===== src/rtl/rst_sync_pkg.sv =====
// Shared types and constants for the reset synchronizer / release sequencer.
package rst_sync_pkg;

  typedef enum logic [1:0] {
    SYNC    = 2'd0,
    STRETCH = 2'd1,
    RELEASE = 2'd2,
    DONE    = 2'd3
  } rst_seq_state_t;

  localparam int MIN_NUM_STAGES = 2;
  localparam int MIN_NUM_CH     = 1;
  localparam int MIN_CYC        = 1;

  function automatic int max_int(input int a, input int b);
    return (a > b) ? a : b;
  endfunction

endpackage


===== src/rtl/rst_sync_chain.sv =====
// Bare N-flop reset synchronizer: asynchronous clear, synchronous release of SYNC_OUT.
module rst_sync_chain
  import rst_sync_pkg::*;
#(
  parameter int NUM_STAGES = 2
) (
  input  logic CLK,
  input  logic RST,
  output logic SYNC_OUT
);

  if (NUM_STAGES < MIN_NUM_STAGES) begin : g_bad_stages
    $error("rst_sync_chain: NUM_STAGES must be >= 2");
  end

  logic [NUM_STAGES-1:0] chain_reg;
  logic [NUM_STAGES-1:0] chain_next;

  genvar gi;
  for (gi = 0; gi < NUM_STAGES; gi++) begin : g_stage
    if (gi == 0) begin : g_head
      assign chain_next[gi] = 1'b1;
    end else begin : g_body
      assign chain_next[gi] = chain_reg[gi-1];
    end
  end

  always_ff @(posedge CLK or negedge RST) begin
    if (!RST) begin
      chain_reg <= '0;
    end else begin
      chain_reg <= chain_next;
    end
  end

  assign SYNC_OUT = chain_reg[NUM_STAGES-1];

endmodule


===== src/rtl/rst_sync_seq.sv =====
// Multi-channel reset synchronizer and in-order release sequencer.
// Optional software reset request port enabled by RST_SYNC_SWRST_EN.
module rst_sync_seq
  import rst_sync_pkg::*;
#(
  parameter int NUM_STAGES  = 2,
  parameter int NUM_CH      = 3,
  parameter int STRETCH_CYC = 16,
  parameter int GAP_CYC     = 4
) (
  input  logic              CLK,
  input  logic              RST,
`ifdef RST_SYNC_SWRST_EN
  input  logic              SW_RST_REQ,
`endif
  output logic [NUM_CH-1:0] SYNC_RST,
  output logic              RST_DONE
);

  localparam int CNT_W = $clog2(max_int(STRETCH_CYC, GAP_CYC) + 1);
  localparam int IDX_W = $clog2(NUM_CH + 1);
  localparam logic [CNT_W-1:0] STRETCH_LAST = CNT_W'(STRETCH_CYC - 1);
  localparam logic [CNT_W-1:0] GAP_LAST     = CNT_W'(GAP_CYC - 1);
  localparam logic [IDX_W-1:0] LAST_IDX     = IDX_W'(NUM_CH - 1);

  if (NUM_CH < MIN_NUM_CH) begin : g_bad_ch
    $error("rst_sync_seq: NUM_CH must be >= 1");
  end
  if (STRETCH_CYC < MIN_CYC) begin : g_bad_stretch
    $error("rst_sync_seq: STRETCH_CYC must be >= 1");
  end
  if (GAP_CYC < MIN_CYC) begin : g_bad_gap
    $error("rst_sync_seq: GAP_CYC must be >= 1");
  end

  logic chain_tail;
  logic sw_req;

`ifdef RST_SYNC_SWRST_EN
  assign sw_req = SW_RST_REQ;
`else
  assign sw_req = 1'b0;
`endif

  rst_sync_chain #(
    .NUM_STAGES(NUM_STAGES)
  ) u_chain (
    .CLK     (CLK),
    .RST     (RST),
    .SYNC_OUT(chain_tail)
  );

  rst_seq_state_t    state_reg, state_next;
  logic [CNT_W-1:0]  cnt_reg, cnt_next;
  logic [IDX_W-1:0]  idx_reg, idx_next;
  logic [NUM_CH-1:0] sync_rst_reg, sync_rst_next;
  logic              done_reg, done_next;

  always_ff @(posedge CLK or negedge RST) begin
    if (!RST) begin
      state_reg    <= SYNC;
      cnt_reg      <= '0;
      idx_reg      <= '0;
      sync_rst_reg <= '0;
      done_reg     <= 1'b0;
    end else begin
      state_reg    <= state_next;
      cnt_reg      <= cnt_next;
      idx_reg      <= idx_next;
      sync_rst_reg <= sync_rst_next;
      done_reg     <= done_next;
    end
  end

  always_comb begin
    state_next    = state_reg;
    cnt_next      = cnt_reg;
    idx_next      = idx_reg;
    sync_rst_next = sync_rst_reg;
    done_next     = done_reg;
    unique case (state_reg)
      SYNC: begin
        if (chain_tail) begin
          state_next = STRETCH;
          cnt_next   = '0;
        end
      end
      STRETCH: begin
        if (cnt_reg == STRETCH_LAST) begin
          sync_rst_next[0] = 1'b1;
          cnt_next         = '0;
          if (NUM_CH == 1) begin
            done_next  = 1'b1;
            state_next = DONE;
          end else begin
            idx_next   = IDX_W'(1);
            state_next = RELEASE;
          end
        end else begin
          cnt_next = cnt_reg + CNT_W'(1);
        end
      end
      RELEASE: begin
        if (cnt_reg == GAP_LAST) begin
          for (int i = 0; i < NUM_CH; i++) begin
            if (idx_reg == IDX_W'(i)) sync_rst_next[i] = 1'b1;
          end
          idx_next = idx_reg + IDX_W'(1);
          cnt_next = '0;
          if (idx_reg == LAST_IDX) begin
            done_next  = 1'b1;
            state_next = DONE;
          end
        end else begin
          cnt_next = cnt_reg + CNT_W'(1);
        end
      end
      DONE: begin
      end
      default: state_next = SYNC;
    endcase
    // A software request restarts the stretch once the synchronizer has released.
    if (sw_req && (state_reg != SYNC)) begin
      state_next    = STRETCH;
      cnt_next      = '0;
      idx_next      = '0;
      sync_rst_next = '0;
      done_next     = 1'b0;
    end
  end

  assign SYNC_RST = sync_rst_reg;
  assign RST_DONE = done_reg;

endmodule


===== config.mk =====
export PLATFORM = sky130hd
export DESIGN_NAME = rst_sync_seq
export DESIGN_NICKNAME = d
export VERILOG_FILES = /design/src/rtl/rst_sync_pkg.sv /design/src/rtl/rst_sync_chain.sv /design/src/rtl/rst_sync_seq.sv
export SDC_FILE = /design/constraint.sdc
export NUM_CORES = 1
export LEC_CHECK = 0
export BUFFER_PORTS_ARGS = -buffer_cell sky130_fd_sc_hd__buf_2
export CAP_MARGIN = 15
export CORE_MARGIN = 2
export CORE_UTILIZATION = 40
export DETAILED_ROUTE_END_ITERATION = 10
export HOLD_SLACK_MARGIN = 0.1
export SETUP_SLACK_MARGIN = 0.02
export SYNTH_ARGS = -nofsm -noshare
export SYNTH_HDL_FRONTEND = slang
export SYNTH_HIERARCHICAL = 1
export SYNTH_SLANG_ARGS = --single-unit

===== constraint.sdc =====
create_clock -name CLK -period 4 [get_ports CLK]
set_input_delay 0.4 -clock CLK [delete_from_list [all_inputs] [get_ports CLK]]
set_output_delay 0.4 -clock CLK [all_outputs]
set_load 0.02 [all_outputs]

==> results of run 1 <==
[layout by cell type, fill, tap and decap left out, drive strengths merged, types with 2 or more instances in the layout]
| cell type | Yosys | layout |
|---|---|---|
| dfrtp | 14 | 14 |
| ha | 11 | 11 |
| inv | 8 | 8 |
| buf | 1 | 5 |
| nand2 | 5 | 5 |
| nor2 | 5 | 5 |
| o21ai | 4 | 4 |
| a31o | 3 | 3 |
| clkbuf | 1 | 3 |
| a21oi | 3 | 3 |
| nand3 | 2 | 2 |
| nor2b | 2 | 2 |
| a32o | 2 | 2 |
[worst paths after layout]
path	start	end	slack, ps	cells after the start
min in group asynchronous	RST	state_reg[0]$_DFFE_PN0P_	530	2
min reg2reg	u_chain/chain_reg[0]$_DFF_PN0_	u_chain/chain_reg[1]$_DFF_PN0_	350	0
min	u_chain/chain_reg[0]$_DFF_PN0_	u_chain/chain_reg[1]$_DFF_PN0_	350	0
max	cnt_reg[0]$_DFFE_PN0P_	cnt_reg[2]$_DFFE_PN0P_	2120	8
max in group asynchronous	RST	cnt_reg[0]$_DFFE_PN0P_	3220	2
max reg2reg	cnt_reg[0]$_DFFE_PN0P_	cnt_reg[2]$_DFFE_PN0P_	2120	8
[power by group]
| group | total [mW] | switching, mW | internal [mW] | leakage, nW |
|---|---|---|---|---|
| registers | 0.197 | 0.0262 | 0.171 | 0.174 |
| logic | 0.276 | 0.158 | 0.118 | 0.258 |
| clock network | 0.0774 | 0.0425 | 0.0349 | 0.0138 |
| total | 0.551 | 0.227 | 0.324 | 0.446 |
[per-layer routing]
layer / vias up / global-route usage (%) / part of all wire [%]
li1: 288 / - / -
met1: 281 / 16.1 / 48
met2: 10 / 23.2 / 46
met3: 3 / 3.68 / 3.5
met4: 0 / 6.94 / 1.9
met5: - / 0 / 0
[layout make-up]
cell class | count | area [um^2]
well taps | 27 | 33.8
inverters | 8 | 30.0
fillers | 205 | 1060
multi-input cells | 53 | 433
flip-flops and latches | 14 | 350
clock buffers | 3 | 22.5
repair buffers | 6 | 35.0
[logic make-up (layout without fill, tap and decap cells)]
logic type               Yosys count  in the layout  share of synthesized area [%]
adder cells (fa/ha/maj)           11             11                           16.7
AO/OA/AOI/OAI                     20             20                           18.8
multiplexers                       2              2                           3.03
flip-flops                        14             14                           42.4
buffers and inverters             10             17                           5.15
other                              1              1                          0.454
AND/OR/NAND/NOR                   19             19                           13.5
[critical path: cells and delay by family (launching register included)]
| family | cells | cell delay [ps] |
|---|---|---|
| compound gates | 2 | 360 |
| fa+ha+maj | 2 | 430 |
| buf+inv | 1 | 50 |
| flops | 1 | 410 |
| simple gates | 3 | 570 |
==> run summary, run 1 <==
status = complete, no violations
cell area after synthesis = 826 um^2
CP required = 4210 ps
CTS buffer count = 3
relative slew slack = 37.3%
placed insts = 107
fin area = 905 um^2
minimum clock period = 1880 ps
Yosys top cell by area = dfrtp_1
Setup-failing EPs final = 0
Layout Utilization = 46.1%
routed vias/inst = 5.24
Final Non-Filler Cells = 111
Layout Skew = 9.78 ps
# port buffers = 5
Syn Nets = 90
number of max-cap violations = 0
CP startpoint kind = register
clock transition at the registers of the reported paths = 80 ps
DRT Pass-1 Iters = 4
CP peak stage delay = 410 ps
critical path type = reg -> reg
nets@finish = 99
share of layout cells above drive strength 1 = 22.6%
row cnt = 16
initial antenna violation count = 0
Die Wd = 49.4 um
1st-iter DRT viols = 8
Critical Path End Type = register
Leakage Power = 0.446 nW
TNS Setup = 0 ps
GPL Wtd Cong = 0.801
RSZ-0062 raised after global routing = no
GRT Util Overall = 13.8%
CTS Root Cell = clkbuf_4
Sink Count = 14
Slew Viols, Final = 0
largest net degree at the start of global routing = 15
register area share after synthesis = 42.4%
VDD IR-drop max = 277 uV
vias = 582
number of global-route vias before repair = 585
number of flops mapped to enable cells by yosys = 0
Antenna Cells = 0
area delta synth->final = 9.55%
CP arrival = 2090 ps
FMAX = 533 MHz
Post-synth ARST share = 100%
max reg flops = 5
share of the synthesized area in the top cell type = 42.4%
synth cell count leaders = dfrtp_1, ha_1, inv_1
clk buf depth = 2
Worst Max-Slew Pin Slew = 927 ps
post-synthesis cell count = 77
yosys warns = 6
syn_area_per_cell = 10.7 um^2
I/O pins = 6
first-pass GRT wire length = 2520 um
CTS tree = done
postcts setup bufs = 0
grt total ovfl = 0
post-placement worst setup slack = 2140 ps
final worst-path cycle share = 46.9%
initial core utilization = 42.1%
synth unique cells = 32
worst-path fanout max = 5
cell breakdown of the critical path = ha_1 -> nand3_1 -> inv_1 -> ha_1 -> nor2b_1 -> o21ai_0 -> nor2_1 -> a32o_1
H-tree depth = 1
dominant synthesized flop cell = dfrtp_1
Hold-fix buffers, CTS = 1
DP HPWL = 1100 um
clk_lat worst skew = 280 ps
die height = 49.4 um
power per cell area = 609 nW/um^2
post-route setup slack = 2120 ps
die area = 2440 um^2
CTS resizes = 0
Hold WS = 352 ps
FF+latch count, synth = 14
remaining antenna violation count = 0
wire length per cell = 12.6 um
DRC violations left = 0
CP dominant cell by count = ha_1
most numerous cell in the Yosys netlist = dfrtp_1
Hold Fails Final Rpt = 0
HP Class = reg -> reg
CORE AREA = 1960 um^2
Synth area leaders = dfrtp_1, ha_1, inv_1
CP max stage cell = dfrtp_1
WL final = 1400 um
Tot Pwr = 0.551 mW
DP Area = 872 um^2
No activity file was read; power rests on OpenSTA's default activity.
==> inputs of run 2 (changes only) <==
==> constraint.sdc (replaced) <==
create_clock -name CLK -period 1.8 [get_ports CLK]
set_input_delay 0.18 -clock CLK [delete_from_list [all_inputs] [get_ports CLK]]
set_output_delay 0.18 -clock CLK [all_outputs]
set_load 0.02 [all_outputs]
==> run 2 against run 1 <==
  * Non-clock buffer count rose by 6
  * Critical path depth decreased by 3
  * Die area unchanged
  * Largest cell class unchanged
==> run summary, run 2 (same netlist as run 1, synthesis figures left out) <==
GRT Util Overall = 14.1%
first-pass GRT wire length = 2570 um
FMAX = 582 MHz
die area = 2440 um^2
met2 Use GR = 23.0%
postcts setup bufs = 0
most common cell after layout, fill and taps aside = dfrtp_1
remaining antenna violation count = 0
DRC violations left = 0
minimum clock period = 1720 ps
CP arrival = 1890 ps
Leakage Power = 0.486 nW
DP HPWL = 1120 um
number of global-route vias before repair = 578
Critical Path End Type = register
GR peak layer = met2
1st-iter DRT viols = 14
vias = 583
Hold Fails Final Rpt = 0
die height = 49.4 um
Hold WS = 309 ps
CP required = 1970 ps
critical path startpoint = cnt_reg[1]$_DFFE_PN0P_
TNS Setup = 0 ps
number of max-cap violations = 0
initial antenna violation count = 0
max reg flops = 5
Die Wd = 49.4 um
clk_lat worst skew = 280 ps
status = complete, no violations
# port buffers = 5
I/O pins = 6
CTS tree = done
wire length per cell = 12.1 um
commonest non-fill, non-tap cells in the layout = dfrtp_1, inv_1, ha_1
nets@finish = 105
power per cell area = 1420 nW/um^2
DRT Pass-1 Iters = 4
CORE AREA = 1960 um^2
CP startpoint kind = register
final worst-path cycle share = 95.5%
worst reg2reg startpoint = cnt_reg[1]$_DFFE_PN0P_
HP Class = in -> async
GRT met1 Usage = 17.0%
area delta synth->final = 22.0%
routed vias/inst = 4.94
worst-path fanout max = 5
Slew Viols, Final = 0
RSZ-0062 raised after global routing = no
WL final = 1430 um
share of layout cells above drive strength 1 = 34.1%
clk buf depth = 2
CTS Root Cell = clkbuf_4
H-tree depth = 1
initial core utilization = 42.1%
clock transition at the registers of the reported paths = 90 ps
row cnt = 16
grt total ovfl = 0
GPL Wtd Cong = 0.761
Antenna Cells = 0
largest net degree at the start of global routing = 15
grt met3 use = 3.68%
Setup-failing EPs final = 0
Sink Count = 14
critical path type = reg -> reg
VDD IR-drop max = 582 uV
CTS buffer count = 3
Layout Skew = 3.75 ps
==> run 2: cell types whose count changed in the layout (fill, tap and decap cells not counted), sizes merged <==
| cell | delta |
|---|---|
| buf | +6 |
| clkbuf | +1 |
==> run 2: timing repair <==
item,in CTS,in global routing
endpoints found under the hold margin,14,0
gates cloned,0,0
hold buffers,1,0
pin swaps,0,3
setup endpoints to repair,5,9
resized for setup,1,9
==> run 2: path summary, 6_finish.rpt <==
check | depth (start not counted) | end | slack, ps
max | 5 | cnt_reg[2]$_DFFE_PN0P_ | 80
min | 2 | state_reg[0]$_DFFE_PN0P_ | 310
max reg2reg | 5 | cnt_reg[2]$_DFFE_PN0P_ | 80
min reg2reg | 0 | u_chain/chain_reg[1]$_DFF_PN0_ | 360
max in group asynchronous | 2 | cnt_reg[0]$_DFFE_PN0P_ | 1250
min in group CLK | 0 | u_chain/chain_reg[1]$_DFF_PN0_ | 360
==> run 2: where the power goes <==
part | total [mW] | switching (mW) | leakage [nW] | internal [mW]
Clock | 0.227 | 0.104 | 0.0210 | 0.123
Combinational | 0.765 | 0.388 | 0.291 | 0.376
Sequential | 0.436 | 0.0556 | 0.174 | 0.380
Total | 1.43 | 0.549 | 0.486 | 0.879
==> run 2: metrics by stage <==
stage / worst slack [ps] / area [um^2] / std cells / util [%] / power, mW
2_1_floorplan: 28.7 / 826 / 77 / - / 0.926
3_3_place_gp: 21.5 / 917 / 113 / 46.7 / 1.13
3_5_place_dp: 10.1 / 917 / 113 / 46.7 / 1.13
4_1_cts: 27.6 / 966 / 118 / 49.2 / 1.37
5_1_grt: 15.6 / 1010 / 118 / 51.3 / 1.56
6_report: 80.8 / 1010 / 118 / 51.3 / 1.43
==> run 2: per-layer routing <==
| metal | part of all wire (%) | routed length [um] |
|---|---|---|
| met1 | 47 | 680 |
| met2 | 49 | 706 |
| met3 | 3.1 | 45 |
| met4 | 0 | 0 |
| met5 | 0 | 0 |
==> run 2: final cells by class <==
type | count | area (um^2)
clock buffers | 4 | 36.3
multi-input cells | 53 | 477
flip-flops and latches | 14 | 350
inverters | 8 | 30.0
well taps | 27 | 33.8
fillers | 198 | 955
repair buffers | 12 | 80.1
==> run 2: worst max-delay path: stages (launching register included) <==
cell     delay [ps]
dfrtp_1         380
ha_2            220
or4b_4          520
nor2_4          150
nor2_1           90
a32o_1          260
